`src/rtl/cpu_datapath.sv`:
```
// ============================================================================
// cpu_datapath: state/PC/IR/A/B/ALU/ZF/MDR datapath driven by the control word
// Revision: 1.0
// ============================================================================
`default_nettype none

module cpu_datapath #(
  parameter int                ADDR_W   = 8,
  parameter logic [ADDR_W-1:0] RESET_PC = '0
) (
  input  logic              clk,
  input  logic              reset,
  input  logic [2:0]        next_state,
  input  logic              pc_we,
  input  logic              pc_sel,
  input  logic [3:0]        pc_offset,
  input  logic              addr_sel,
  input  logic [3:0]        addr_offset,
  input  logic              mem_sel,
  input  logic              mem_we_in,
  input  logic [2:0]        alu_opcode,
  input  logic              alu_sel_a,
  input  logic              alu_sel_b,
  input  logic              alu_we,
  input  logic              zf_we,
  input  logic              ir_we,
  input  logic              a_sel,
  input  logic              a_we,
  input  logic              b_sel,
  input  logic              b_we,
  input  logic              halt,
  input  logic [7:0]        mem_rdata,
  output logic [ADDR_W-1:0] mem_addr,
  output logic [7:0]        mem_wdata,
  output logic              mem_we,
  output logic [7:0]        instr,
  output logic [2:0]        state,
  output logic              zf,
  output logic [ADDR_W-1:0] pc,
  output logic [7:0]        reg_a,
  output logic [7:0]        reg_b,
  output logic              halted
);

  localparam logic [2:0]        c_STATE_FETCH = 3'b000;
  localparam logic [2:0]        c_ALU_ADD     = 3'b000;
  localparam logic [2:0]        c_ALU_AND     = 3'b001;
  localparam logic [2:0]        c_ALU_NOT     = 3'b010;
  localparam logic [ADDR_W-1:0] c_PC_ONE      = ADDR_W'(1);

  logic [2:0]        r_state;
  logic [ADDR_W-1:0] r_pc;
  logic [7:0]        r_ir;
  logic [7:0]        r_a;
  logic [7:0]        r_b;
  logic [7:0]        r_alu_out;
  logic [7:0]        r_mdr;
  logic              r_zf;
  logic              r_halted;

  logic [ADDR_W-1:0] w_pc_sext_off;
  logic [ADDR_W-1:0] w_addr_sext_off;
  logic [ADDR_W-1:0] w_pc_next;
  logic [7:0]        w_op_a;
  logic [7:0]        w_op_b;
  logic [7:0]        w_alu_res;

  // Offsets are 4-bit two's complement; sums wrap naturally at ADDR_W bits.
  assign w_pc_sext_off   = {{(ADDR_W-4){pc_offset[3]}}, pc_offset};
  assign w_addr_sext_off = {{(ADDR_W-4){addr_offset[3]}}, addr_offset};
  assign w_pc_next       = pc_sel ? (r_pc + w_pc_sext_off) : (r_pc + c_PC_ONE);

  assign mem_addr  = addr_sel ? (r_pc + w_addr_sext_off) : r_pc;
  assign mem_wdata = mem_sel ? r_b : r_a;
  assign mem_we    = mem_we_in & ~reset & ~r_halted;

  assign w_op_a = alu_sel_a ? r_b : r_a;
  assign w_op_b = alu_sel_b ? r_b : r_a;

  always_comb begin
    w_alu_res = 8'h00;
    case (alu_opcode)
      c_ALU_ADD: w_alu_res = w_op_a + w_op_b;
      c_ALU_AND: w_alu_res = w_op_a & w_op_b;
      c_ALU_NOT: w_alu_res = ~w_op_a;
      default:   w_alu_res = 8'h00;
    endcase
  end

  always_ff @(posedge clk) begin
    if (reset) begin
      r_state   <= c_STATE_FETCH;
      r_pc      <= RESET_PC;
      r_ir      <= 8'h00;
      r_a       <= 8'h00;
      r_b       <= 8'h00;
      r_alu_out <= 8'h00;
      r_mdr     <= 8'h00;
      r_zf      <= 1'b0;
      r_halted  <= 1'b0;
    end else begin
      r_state <= next_state;
      r_mdr   <= mem_rdata;
      if (halt) begin
        r_halted <= 1'b1;
      end
      // Once halted, architectural state is frozen; state and MDR keep tracking.
      if (!r_halted) begin
        if (pc_we)  r_pc      <= w_pc_next;
        if (ir_we)  r_ir      <= mem_rdata;
        if (alu_we) r_alu_out <= w_alu_res;
        if (zf_we)  r_zf      <= (w_alu_res == 8'h00);
        if (a_we)   r_a       <= a_sel ? r_alu_out : r_mdr;
        if (b_we)   r_b       <= b_sel ? r_alu_out : r_mdr;
      end
    end
  end

  assign instr  = r_ir;
  assign state  = r_state;
  assign zf     = r_zf;
  assign pc     = r_pc;
  assign reg_a  = r_a;
  assign reg_b  = r_b;
  assign halted = r_halted;

endmodule

`default_nettype wire

```
`config.mk`:
```
export PLATFORM = sky130hd
export DESIGN_NAME = cpu_datapath
export DESIGN_NICKNAME = d
export VERILOG_FILES = /design/src/rtl/cpu_datapath.sv
export SDC_FILE = /design/constraint.sdc
export NUM_CORES = 1
export LEC_CHECK = 0
export CAP_MARGIN = 20
export CORE_MARGIN = 2
export CORE_UTILIZATION = 35
export DETAILED_ROUTE_END_ITERATION = 10
export SYNTH_ARGS = -nofsm -noshare
export SYNTH_HDL_FRONTEND = slang
export SYNTH_SLANG_ARGS = --single-unit
```
`constraint.sdc`:
```
create_clock -name clk -period 3.16 [get_ports clk]
set_input_delay 0.79 -clock clk [delete_from_list [all_inputs] [get_ports clk]]
set_output_delay 0.79 -clock clk [all_outputs]
set_load 0.02 [all_outputs]
```
# Word level (Yosys, flattened, before mapping)
# Index checks and enable logic that the tools add are counted.
[totals] ff_bits=53 input_bits=39 output_inout_bits=54 word_cells=37
[op_classes] add_sub_neg=4 eq_ne=2 mux=8 bitwise_logic=6 reduce_logical=8
[ops] op="$mux W8" n=7
[ops] op="$add A8 B8 Y8" n=3
[ops] op="$pmux W8 S3" n=1
[ops] op="$reduce_and A2 Y1" n=6
[ops] op="$add A8 B1 Y8 const B" n=1
[ops] op="$and A8 B8 Y8" n=1
[ops] op="$logic_not A8 Y1" n=1
[ops] op="$not A8 Y8" n=1
[ops] op="$eq A3 B1 Y1 const B" n=1
[ops] op="$eq A3 B2 Y1 const B" n=1
[ops] op="$logic_not A3 Y1" n=1
[ops] op="$and A1 B1 Y1" n=2
[ops] op="$not A1 Y1" n=2

# Longest topological paths before layout
[depth] ltp_word=4 mapped_depth=10

# Least setup slack after synthesis
# No wires, ideal clock.
[synth_timing] kind="in2out" start="in addr_offset[0]" end="out mem_addr[6]" arrival_ns=2.453 setup_slack_ns=-0.083 cell_stages=9 cell_sequence="ha_1 inv_1 fa_1 nor2b_1 o21ai_1 a21boi_1 o21a_1 nor3_1 o31ai_1"
[synth_between] elab_chain_cells=2
[synth_lines] item="start: declaration" line_no="18" text="input logic [3:0] addr_offset,"
[synth_lines] item="$add A8 B8 Y8" line_no="73" text="assign mem_addr = addr_sel ? (r_pc + w_addr_sext_off) : r_pc;"
[synth_lines] item="$mux W8" line_no="73"
[synth_lines] item="end: declaration" line_no="33" text="output logic [ADDR_W-1:0] mem_addr,"
# Every way passes these cells.

# Worst setup path after layout
# Same ends and word-level chain as after synthesis.

==> results.json <==
{
  "status": "finished, final reports clean",
  "grt_setup_unrepaired": "true",
  "max_freq_mhz": 318,
  "dp_cells": 650,
  "cp.required_ns": 2.37,
  "grt_pass1_vias": 3205,
  "synth_ff_type": "dfxtp_1",
  "hold_viol": 0,
  "clk_path_buf_depth": 2,
  "clk_pin_slew_worst_paths_ns": 0.10,
  "yosysUniqueCellTypes": 54,
  "critPathCaptureType": "output port",
  "yosysMostFrequentCell": "dfxtp_1",
  "synth_top_cell_by_area": "dfxtp_1",
  "critPathKind": "primary input to output port",
  "setup.worst_path.start": "addr_offset[0]",
  "reg2reg_from": "reg_a[0]",
  "grt_use_met1_pct": 23.7,
  "slew_viol_final": 0,
  "vias_per_cell": 5.00,
  "nFillCells": 956,
  "grt_pass1_wl_um": 15600,
  "num_vias": 3300,
  "yosys-top-cells-area": "dfxtp_1 30%, ha_1 7.9%, mux2i_1 7.7%",
  "min_period_ns": 3.14,
  "register_area_sq_mm": 0.00106,
  "cts.sinks": 53,
  "die_w_um": 104,
  "cp.arrival_ns": 2.35,
  "diodes": 0,
  "layout.nets": 590,
  "avgSynthCellArea_sq_um": 8.61,
  "synth_seq_area_share_pct": 30.4,
  "syn_to_final_growth_pct": 44.4,
  "fin_tns_setup_ns": 0,
  "cts_buffers": 5,
  "fin_ws_ns": 0.0186,
  "cts-root-buf": "clkbuf_8",
  "drc": 0,
  "synthCells": 405,
  "globalRouteMet3Util_pct": 3.02,
  "finalWeightedCongestion": 0.856,
  "core_sq_mm": 0.00973,
  "ff2ff_setup_slack_ns": 0.77,
  "multiInputGateArea_sq_mm": 0.00240,
  "p_leak_nw": 2.09,
  "yosys_register_bits": 53,
  "start_kind": "primary input",
  "clock_skew_ns": 0.0122,
  "grt_max_degree": 56,
  "worstPathMaxFanout": 2,
  "maxCapViolCount": 0,
  "synth_nets": 469,
  "setup_violations": 0,
  "start_util_pct": 35.9,
  "port_buffers": 92,
  "num_rows": 36,
  "tightest_slew_ns": 0.631,
  "irDropWorstVdd_uv": 196,
  "hpwl_um": 7270,
  "cp-endpoint": "mem_addr[6]",
  "met2_usage_pct": 28.1,
  "drtIter0Drc": 114,
  "yosys-top-cells-count": "53 x dfxtp_1, 48 x nor2_1, 27 x mux2i_1",
  "clkLatencyLatePin_ns": 0.31,
  "synth-async-reset-ratio_pct": 0,
  "die-area_sq_mm": 0.0108,
  "layout-drive-gt1-share_pct": 22.8,
  "htree_levels": 2,
  "io_pins": 93,
  "top_usage_layer": "met2",
  "synth-edff-count": 0,
  "regToRegEndpoint": "zf",
  "grt_usage_pct": 17.2,
  "synth_top_cell_area_share_pct": 30.4,
  "synth_area_sq_mm": 0.00349,
  "p_per_area_mw_per_mm2": 364,
  "power_mw": 1.83,
  "die_h_um": 104,
  "tritoncts": "built",
  "ys.warnings.count": 0,
  "hold_class": "flop to flop",
  "routed_wl_um": 9610,
  "preCtsSetupSlack_ns": -0.990,
  "firstDrtPassIters": 4,
  "hold_ws_ns": 0.480,
  "drtAntennaViolNets": 0,
  "r2r_cells": 9,
  "overflow": 0,
  "antenna_found_initial": 0,
  "slew_headroom_pct": 57.9,
  "finalCritPeriodShare_pct": 99.4,
  "fin_cells": 660,
  "cts_hold_buffers": 0,
  "wl_per_cell_um": 14.6
}
-- report_power, final --
part           internal (mW)  leakage [nW]  switching [mW]
registers              0.711         0.437          0.0455
logic                  0.349          1.61           0.326
clock network          0.162        0.0423           0.239
total                   1.22          2.09           0.611
-- logic make-up (layout without fill, tap and decap cells) --
logic type | count (synthesis) | in the layout | share of synthesized area (%)
simple gates | 138 | 138 | 19.6
fa+ha+maj | 25 | 25 | 9.61
mux | 55 | 55 | 17.0
flops | 53 | 53 | 30.4
buf+inv | 41 | 163 | 4.84
compound gates | 84 | 84 | 16.3
xor+xnor | 9 | 9 | 2.26
-- worst max-delay path, cell delays in order --
cell and delay, ns:
buf_6 0.10, ha_4 0.15, inv_2 0.05, fa_2 0.23, nor2b_4 0.05, o21ai_2 0.14
a21boi_2 0.08, o21a_1 0.20, o21a_1 0.18, o31ai_2 0.21, buf_4 0.17
-- layout by cell type (no fill, tap or decap), types with 4 or more instances in the layout --
master	synthesis	final
a211oi_1	18	18
a21oi_1	24	20
a21oi_2	0	4
buf_4	0	47
clkbuf_8	0	5
clkdlybuf4s50_1	0	78
dfxtp_1	53	53
ha_1	22	16
ha_4	0	5
inv_1	17	15
mux2_1	5	5
mux2_2	21	21
mux2i_1	27	26
nand2_1	21	21
nand2b_1	10	10
nand3_1	7	7
nand3b_1	8	8
nor2_1	48	48
nor2b_1	20	19
nor3_1	13	10
nor3_2	1	4
o21a_1	4	4
o21ai_0	4	4
o21ai_1	11	8
xnor2_1	6	6
-- sequential cells by signal, summed over array words and instances (netlist names) --
signal     cells
pc             8
r_mdr          8
reg_b          8
zf             1
instr          8
r_alu_out      8
state          3
reg_a          8
halted         1
-- timing repair --
action	in CTS	in global routing
buffers inserted	0	2
pin swaps	12	12
resized for setup	42	24
setup endpoints to repair	8	10
-- per-layer routing --
layer,part of all wire (%),vias to the layer above
li1,-,1682
met1,48,1532
met2,46,78
met3,4.4,8
met4,1.2,0
met5,0,-
-- cell type report --
cell class / instances / share of cell area (%)
Multi-Input combinational cell: 311 / 47.7
Timing Repair Buffer: 138 / 24.8
Sequential cell: 53 / 21.1
Tap cell: 133 / 3.30
Clock buffer: 5 / 1.37
Inverter: 17 / 1.27
Clock inverter: 3 / 0.522
-- per-stage QoR --
| stage | cell area, sq um | utilization, % |
|---|---|---|
| floorplan | 3490 | - |
| global placement | 4810 | 49.5 |
| detailed placement | 4810 | 49.5 |
| CTS | 4940 | 50.7 |
| global route | 5040 | 51.8 |
| finish | 5040 | 51.8 |
-- worst min path at each step --
stage | end | slack, ns | start | cells after the start
after floorplan | r_alu_out[2] | 0.45 | r_alu_out[2] | 2
after global placement | r_alu_out[2] | 0.46 | r_alu_out[2] | 2
after detailed placement | r_alu_out[2] | 0.47 | r_alu_out[2] | 2
after CTS | r_alu_out[2] | 0.48 | r_alu_out[2] | 2
after global routing | r_alu_out[2] | 0.51 | r_alu_out[2] | 2
final | r_alu_out[2] | 0.48 | r_alu_out[2] | 2
(Power assumes the default switching activity.)
